--- src/rtl/sp_ram_fifo_ctrl_if.sv ---
// Stream-side bundle for sp_ram_fifo_ctrl: push/pop handshakes plus fill level.
// Optional almost_full/almost_empty appear when SPF_LEVEL_FLAGS_EN is defined.
interface sp_ram_fifo_ctrl_if #(
  parameter int DW = 4,
  parameter int AW = 4
);
  logic          in_valid;
  logic          in_ready;
  logic [DW-1:0] in_data;
  logic          out_valid;
  logic          out_ready;
  logic [DW-1:0] out_data;
  logic [AW:0]   level;
`ifdef SPF_LEVEL_FLAGS_EN
  logic          almost_full;
  logic          almost_empty;
`endif

  modport master (
    output in_valid, in_data, out_ready,
    input  in_ready, out_valid, out_data, level
`ifdef SPF_LEVEL_FLAGS_EN
    , input almost_full, almost_empty
`endif
  );

  modport slave (
    input  in_valid, in_data, out_ready,
    output in_ready, out_valid, out_data, level
`ifdef SPF_LEVEL_FLAGS_EN
    , output almost_full, almost_empty
`endif
  );
endinterface

--- src/rtl/sp_ram_fifo_ctrl.sv ---
// FIFO controller wrapping a single-port sync-read RAM, with a 1-entry head register.
// SPF_LEVEL_FLAGS_EN adds registered almost_full/almost_empty flags.
//
// state   | meaning
// IDLE    | may issue a RAM read or accept a push
// RD_WAIT | read in flight; capture ram_rdata into the head register next edge
module sp_ram_fifo_ctrl #(
  parameter int DW = 4,
  parameter int AW = 4
`ifdef SPF_LEVEL_FLAGS_EN
  , parameter int AF_TH = (1 << AW) - 2,
  parameter int AE_TH = 1
`endif
) (
  input  logic              clk,
  input  logic              rst,
  sp_ram_fifo_ctrl_if.slave bus,
  output logic [AW-1:0]     ram_addr,
  output logic              ram_cs,
  output logic              ram_we,
  output logic              ram_oe,
  output logic              ram_mode_cs,
  output logic [DW-1:0]     ram_wdata,
  input  logic [DW-1:0]     ram_rdata
);
  localparam int DP = 1 << AW;
  localparam logic [AW:0] FULL_CNT = (AW+1)'(DP);
  localparam logic [0:0] IDLE    = 1'b0;
  localparam logic [0:0] RD_WAIT = 1'b1;

  logic [0:0]    state;
  logic [AW-1:0] wr_ptr;
  logic [AW-1:0] rd_ptr;
  logic [AW:0]   mem_cnt;
  logic          out_valid;
  logic [DW-1:0] out_data;

  logic rd_req;
  logic push;
  logic pop;
  logic [AW:0] mem_cnt_nxt;
  logic        out_valid_nxt;

  // Read has priority: a pending read blocks the write port for that cycle.
  assign rd_req      = (state == IDLE) && (mem_cnt != '0) && (!out_valid || bus.out_ready);
  assign bus.in_ready = !rst && (mem_cnt != FULL_CNT) && !rd_req;
  assign push        = bus.in_valid && bus.in_ready;
  assign pop         = out_valid && bus.out_ready;

  assign bus.out_valid = out_valid;
  assign bus.out_data  = out_data;
  assign bus.level     = mem_cnt + {{AW{1'b0}}, out_valid};

  assign ram_mode_cs = 1'b1;
  assign ram_wdata   = bus.in_data;
  assign ram_cs      = rd_req || push;
  assign ram_we      = push;
  assign ram_oe      = rd_req;
  assign ram_addr    = rd_req ? rd_ptr : wr_ptr;

  always_comb begin
    mem_cnt_nxt   = mem_cnt + {{AW{1'b0}}, push} - {{AW{1'b0}}, rd_req};
    out_valid_nxt = out_valid;
    if (state == RD_WAIT)
      out_valid_nxt = 1'b1;
    else if (pop)
      out_valid_nxt = 1'b0;
  end

  always_ff @(posedge clk or posedge rst) begin
    if (rst) begin
      state     <= IDLE;
      wr_ptr    <= '0;
      rd_ptr    <= '0;
      mem_cnt   <= '0;
      out_valid <= 1'b0;
      out_data  <= '0;
    end else begin
      mem_cnt   <= mem_cnt_nxt;
      out_valid <= out_valid_nxt;
      if (push)
        wr_ptr <= wr_ptr + 1'b1;
      if (rd_req) begin
        rd_ptr <= rd_ptr + 1'b1;
        state  <= RD_WAIT;
      end else if (state == RD_WAIT) begin
        out_data <= ram_rdata;
        state    <= IDLE;
      end
    end
  end

`ifdef SPF_LEVEL_FLAGS_EN
  logic [AW:0] level_nxt;
  logic        almost_full;
  logic        almost_empty;

  // Registered from next-state level so the flags line up with level.
  assign level_nxt = mem_cnt_nxt + {{AW{1'b0}}, out_valid_nxt};

  always_ff @(posedge clk or posedge rst) begin
    if (rst) begin
      almost_full  <= 1'b0;
      almost_empty <= 1'b1;
    end else begin
      almost_full  <= (level_nxt >= (AW+1)'(AF_TH));
      almost_empty <= (level_nxt <= (AW+1)'(AE_TH));
    end
  end

  assign bus.almost_full  = almost_full;
  assign bus.almost_empty = almost_empty;
`endif
endmodule

--- src/flat_wrapper.sv ---
// flat-port wrapper written by rule: the top's interface ports become plain ports
module sp_ram_fifo_ctrl_flat 
#(
  parameter int DW = 4,
  parameter int AW = 4

)
  (clk, rst, ram_addr, ram_cs, ram_we, ram_oe, ram_mode_cs, ram_wdata, ram_rdata, bus_in_valid, bus_in_data, bus_out_ready, bus_in_ready, bus_out_valid, bus_out_data, bus_level);
  sp_ram_fifo_ctrl_if #(.DW(DW), .AW(AW)) bus_i ();
  input  logic clk;
  input  logic rst;
  output logic [AW-1:0] ram_addr;
  output logic ram_cs;
  output logic ram_we;
  output logic ram_oe;
  output logic ram_mode_cs;
  output logic [DW-1:0] ram_wdata;
  input  logic [DW-1:0] ram_rdata;
  input wire logic [$bits(bus_i.in_valid)-1:0] bus_in_valid;
  input wire logic [$bits(bus_i.in_data)-1:0] bus_in_data;
  input wire logic [$bits(bus_i.out_ready)-1:0] bus_out_ready;
  output wire logic [$bits(bus_i.in_ready)-1:0] bus_in_ready;
  output wire logic [$bits(bus_i.out_valid)-1:0] bus_out_valid;
  output wire logic [$bits(bus_i.out_data)-1:0] bus_out_data;
  output wire logic [$bits(bus_i.level)-1:0] bus_level;
  assign bus_i.in_valid = bus_in_valid;
  assign bus_i.in_data = bus_in_data;
  assign bus_i.out_ready = bus_out_ready;
  assign bus_in_ready = bus_i.in_ready;
  assign bus_out_valid = bus_i.out_valid;
  assign bus_out_data = bus_i.out_data;
  assign bus_level = bus_i.level;
  sp_ram_fifo_ctrl #(.DW(DW), .AW(AW)) u_core (.clk(clk), .rst(rst), .bus(bus_i), .ram_addr(ram_addr), .ram_cs(ram_cs), .ram_we(ram_we), .ram_oe(ram_oe), .ram_mode_cs(ram_mode_cs), .ram_wdata(ram_wdata), .ram_rdata(ram_rdata));
endmodule
--- config.mk ---
export PLATFORM = sky130hd
export DESIGN_NAME = sp_ram_fifo_ctrl_flat
export DESIGN_NICKNAME = d
export VERILOG_FILES = /design/src/rtl/sp_ram_fifo_ctrl_if.sv /design/src/rtl/sp_ram_fifo_ctrl.sv /design/src/flat_wrapper.sv
export SDC_FILE = /design/constraint.sdc
export NUM_CORES = 1
export LEC_CHECK = 0
export CORE_UTILIZATION = 41
export DETAILED_ROUTE_END_ITERATION = 10
export GPL_TIMING_DRIVEN = 0
export PLACE_DENSITY = 0.85
export SETUP_SLACK_MARGIN = 0.05
export SLEW_MARGIN = 20
export SYNTH_ARGS = -nofsm -noshare
export SYNTH_HDL_FRONTEND = slang
export SYNTH_SLANG_ARGS = --single-unit
--- constraint.sdc ---
create_clock -name clk -period 2.75 [get_ports clk]
set_clock_uncertainty 0.2 [all_clocks]
set_input_delay 0.55 -clock clk [delete_from_list [all_inputs] [get_ports clk]]
set_output_delay 0.55 -clock clk [all_outputs]
set_load 0.03 [all_outputs]
==> results.md <==
* Synthesis Warnings at 0
* Crit path cell chain: inv_2, ha_4, nor3b_4, a211oi_4, buf_4, buf_12, mux2_4, buf_6
* Initial drt markers at 4
* Share of the synthesized area in the top cell type at 0.425
* FP Rows at 18
* Max H-tree Level at 1
* Final period util at 1.03
* GRT Total Usage at 0.194
* Clock Tree Root: clkbuf_4
* CP max stage delay at approximately 400 ps
* Max cap viols at 0
* Vias in the first global route at 903
* # diodes at 0
* DP HPWL at around 1600 µm
* Clk_lat worst skew at between 300 and 400 ps
* Fillers at between 150 and 200
* Grt total ovfl at 0
* Cell area after layout at 0.00169 mm²
* Final wirelength at ~2600 µm
* First-pass GRT wire length at ~3900 µm
* Distinct cells, synth at 25
* CTS tree: yes
* Layout area overhead at 50.7%
* Setup CP Type: register to output port
* Synthesized flop and latch total at 19
* Dominant cell type by area after synthesis: dfrtp_1
* Critical Path RT at 2000 ps
* Sequential fraction of the synthesis area at 0.425
* Post-Place Cell Area at approximately 0.0015 mm²
* Outcome: complete, but fails checks
* Fmax at 0.353 GHz
* Post-route setup slack at -81.7 ps
* Worst setup EP type: output port
* Height of the die at roughly 54 µm
* Clk sinks at 19
* Clk buf depth at 2
* DRC at 0
* Area contributors post-synth: dfrtp_1 (43%), ha_1 (15%), mux2_2 (10%), xnor2_1 (7.0%), buf_4 (3.4%)
* Antenna Nets Post-Route at 0
* Drt wl/cell at around 16 µm
* Fin. max-slew vios at 0
* Multi-input gate area at about 630 µm²
* Largest net degree at the start of global routing at 12
* Syn Area/Cell at 12.2 µm²
* Post-Syn Area at 0.00112 mm²
* I/O pin count at 35
* Final Wtd Congestion at 0.755
* Starting Density at 0.443
* Cells after synthesis at 92
* Die area at a little under 0.003 mm²
* Placeable core region at about 0.0025 mm²
* Unrepaired setup endpoints after global routing: true
* Die X-Extent at between 50 and 60 µm
* Failing checks: setup timing
* Worst EP arrival at about 2100 ps
* Initial antenna violation count at 0
* Via count at approximately 830
* FF+latch area at 477 µm²
* Cts bufs inserted at 3
* Drt pass-1 iters at 4
* Commonest cells after routing, fill and taps aside: dfrtp_1 (18), clkdlybuf4s50_1 (16), buf_4 (14)
* Post-synthesis net count at between 100 and 150
* Minimum clock period at roughly 2800 ps
* Via density at 4.99
* # nets final at ~160
* Hold Path Class: register to register
* Final hold vios at 0
* Most common cell after layout, fill and taps aside: dfrtp_1
* Clock slew at reported path FFs at ~110 ps
* Setup TNS at -392 ps
* Slowest CP cell: dfrtp_1
* Share of cells above drive strength 1 at 0.423
* PortBufs at 29
* CP Launch Type: register
* Final setup viols at 5
* Worst Path Max Fanout at 6
==> cell families after synthesis <==
logic type	after synthesis	share of synthesized area
muxes	10	0.101
DFF	19	0.425
buffers and inverters	16	0.0772
AOI/OAI and AO/OA	5	0.0436
other	1	0.00335
and+or+nand+nor	14	0.0850
adders and majority gates	14	0.163
xor gates and xnor gates	13	0.102
==> through the flow <==
step,utilization,instances,hold WS [ps],setup slack [ps]
floorplan,-,92,200,-159
global placement,0.579,151,255,-651
detailed placement,0.579,151,268,-648
CTS,0.648,164,287,-39.9
global route,0.668,167,306,-195
finish,0.668,167,284,-81.7
==> registers in the layout (all words and copies together) (netlist names) <==
name,cells
u_core.mem_cnt,5
u_core.bus.out_data,4
u_core.rd_ptr,4
u_core.wr_ptr,4
u_core.bus.out_valid,1
u_core.state,1
==> critical path: cells and delay by family (launching register included) <==
| family | cells | cell delay, ps |
|---|---|---|
| multiplexers | 1 | 310 |
| buffers and inverters | 4 | 500 |
| AND/OR/NAND/NOR | 1 | 160 |
| flip-flops | 1 | 390 |
| AO/OA/AOI/OAI | 1 | 250 |
| adder cells (fa/ha/maj) | 1 | 160 |
==> timing repair <==
| item | CTS | global route |
|---|---|---|
| hold buffers | 0 | 0 |
| endpoints found under the setup margin | 14 | 14 |
| pin swaps | 5 | 2 |
| gates resized for setup | 54 | 16 |
| buffers inserted | 7 | 3 |
| gates cloned | 2 | 0 |
==> area by class of cell <==
| type | instances | area share |
|---|---|---|
| Clock buffer | 3 | 0.0134 |
| Multi-Input combinational cell | 57 | 0.376 |
| Inverter | 10 | 0.0319 |
| Sequential cell | 19 | 0.283 |
| Timing Repair Buffer | 40 | 0.239 |
| Buffer | 6 | 0.0290 |
| Timing Repair inverter | 1 | 0.00297 |
| Tap cell | 30 | 0.0223 |
| Clock inverter | 1 | 0.00297 |
==> cell usage after synthesis <==
cell	instances
dfrtp_1	19
ha_1	13
mux2_2	10
inv_1	9
xnor2_1	9
buf_4	5
xor2_1	4
nand2_1	3
a21oi_1	2
nand3_1	2
nor2_1	2
a211oi_4	1
a21o_1	1
and3_1	1
buf_6	1
conb_1	1
fa_1	1
inv_2	1
nand2_4	1
nand4_1	1
nand4bb_1	1
nor2b_1	1
nor3b_4	1
o311a_2	1
or2_2	1
==> final timing paths <==
check	from	end	slack [ps]	cells past startpoint
worst min-delay path	u_core.rd_ptr[3]$_DFFE_PP0N_	u_core.rd_ptr[3]$_DFFE_PP0N_	280	1
worst min register to register	u_core.rd_ptr[3]$_DFFE_PP0N_	u_core.rd_ptr[3]$_DFFE_PP0N_	280	1
min in group asynchronous	rst	u_core.state$_DFF_PP0_	430	2
worst max register to register	u_core.mem_cnt[3]$_DFF_PP0_	u_core.mem_cnt[4]$_DFF_PP0_	-80	13
worst max-delay path	u_core.mem_cnt[3]$_DFF_PP0_	ram_addr[2]	-80	8
max in group asynchronous	rst	u_core.rd_ptr[0]$_DFFE_PP0N_	1670	2
==> layer usage <==
metal	GRT usage	share of wire	routed length (µm)	vias to the layer above
met4	0.141	0.035	91	0
met2	0.350	0.50	1310	31
met5	0	0	0	-
met3	0.0194	0.037	95	10
li1	-	-	-	386
met1	0.208	0.42	1100	406
Power is not shown: default switching activity piles up to over one toggle a cycle in this logic, so the estimate is an artifact.
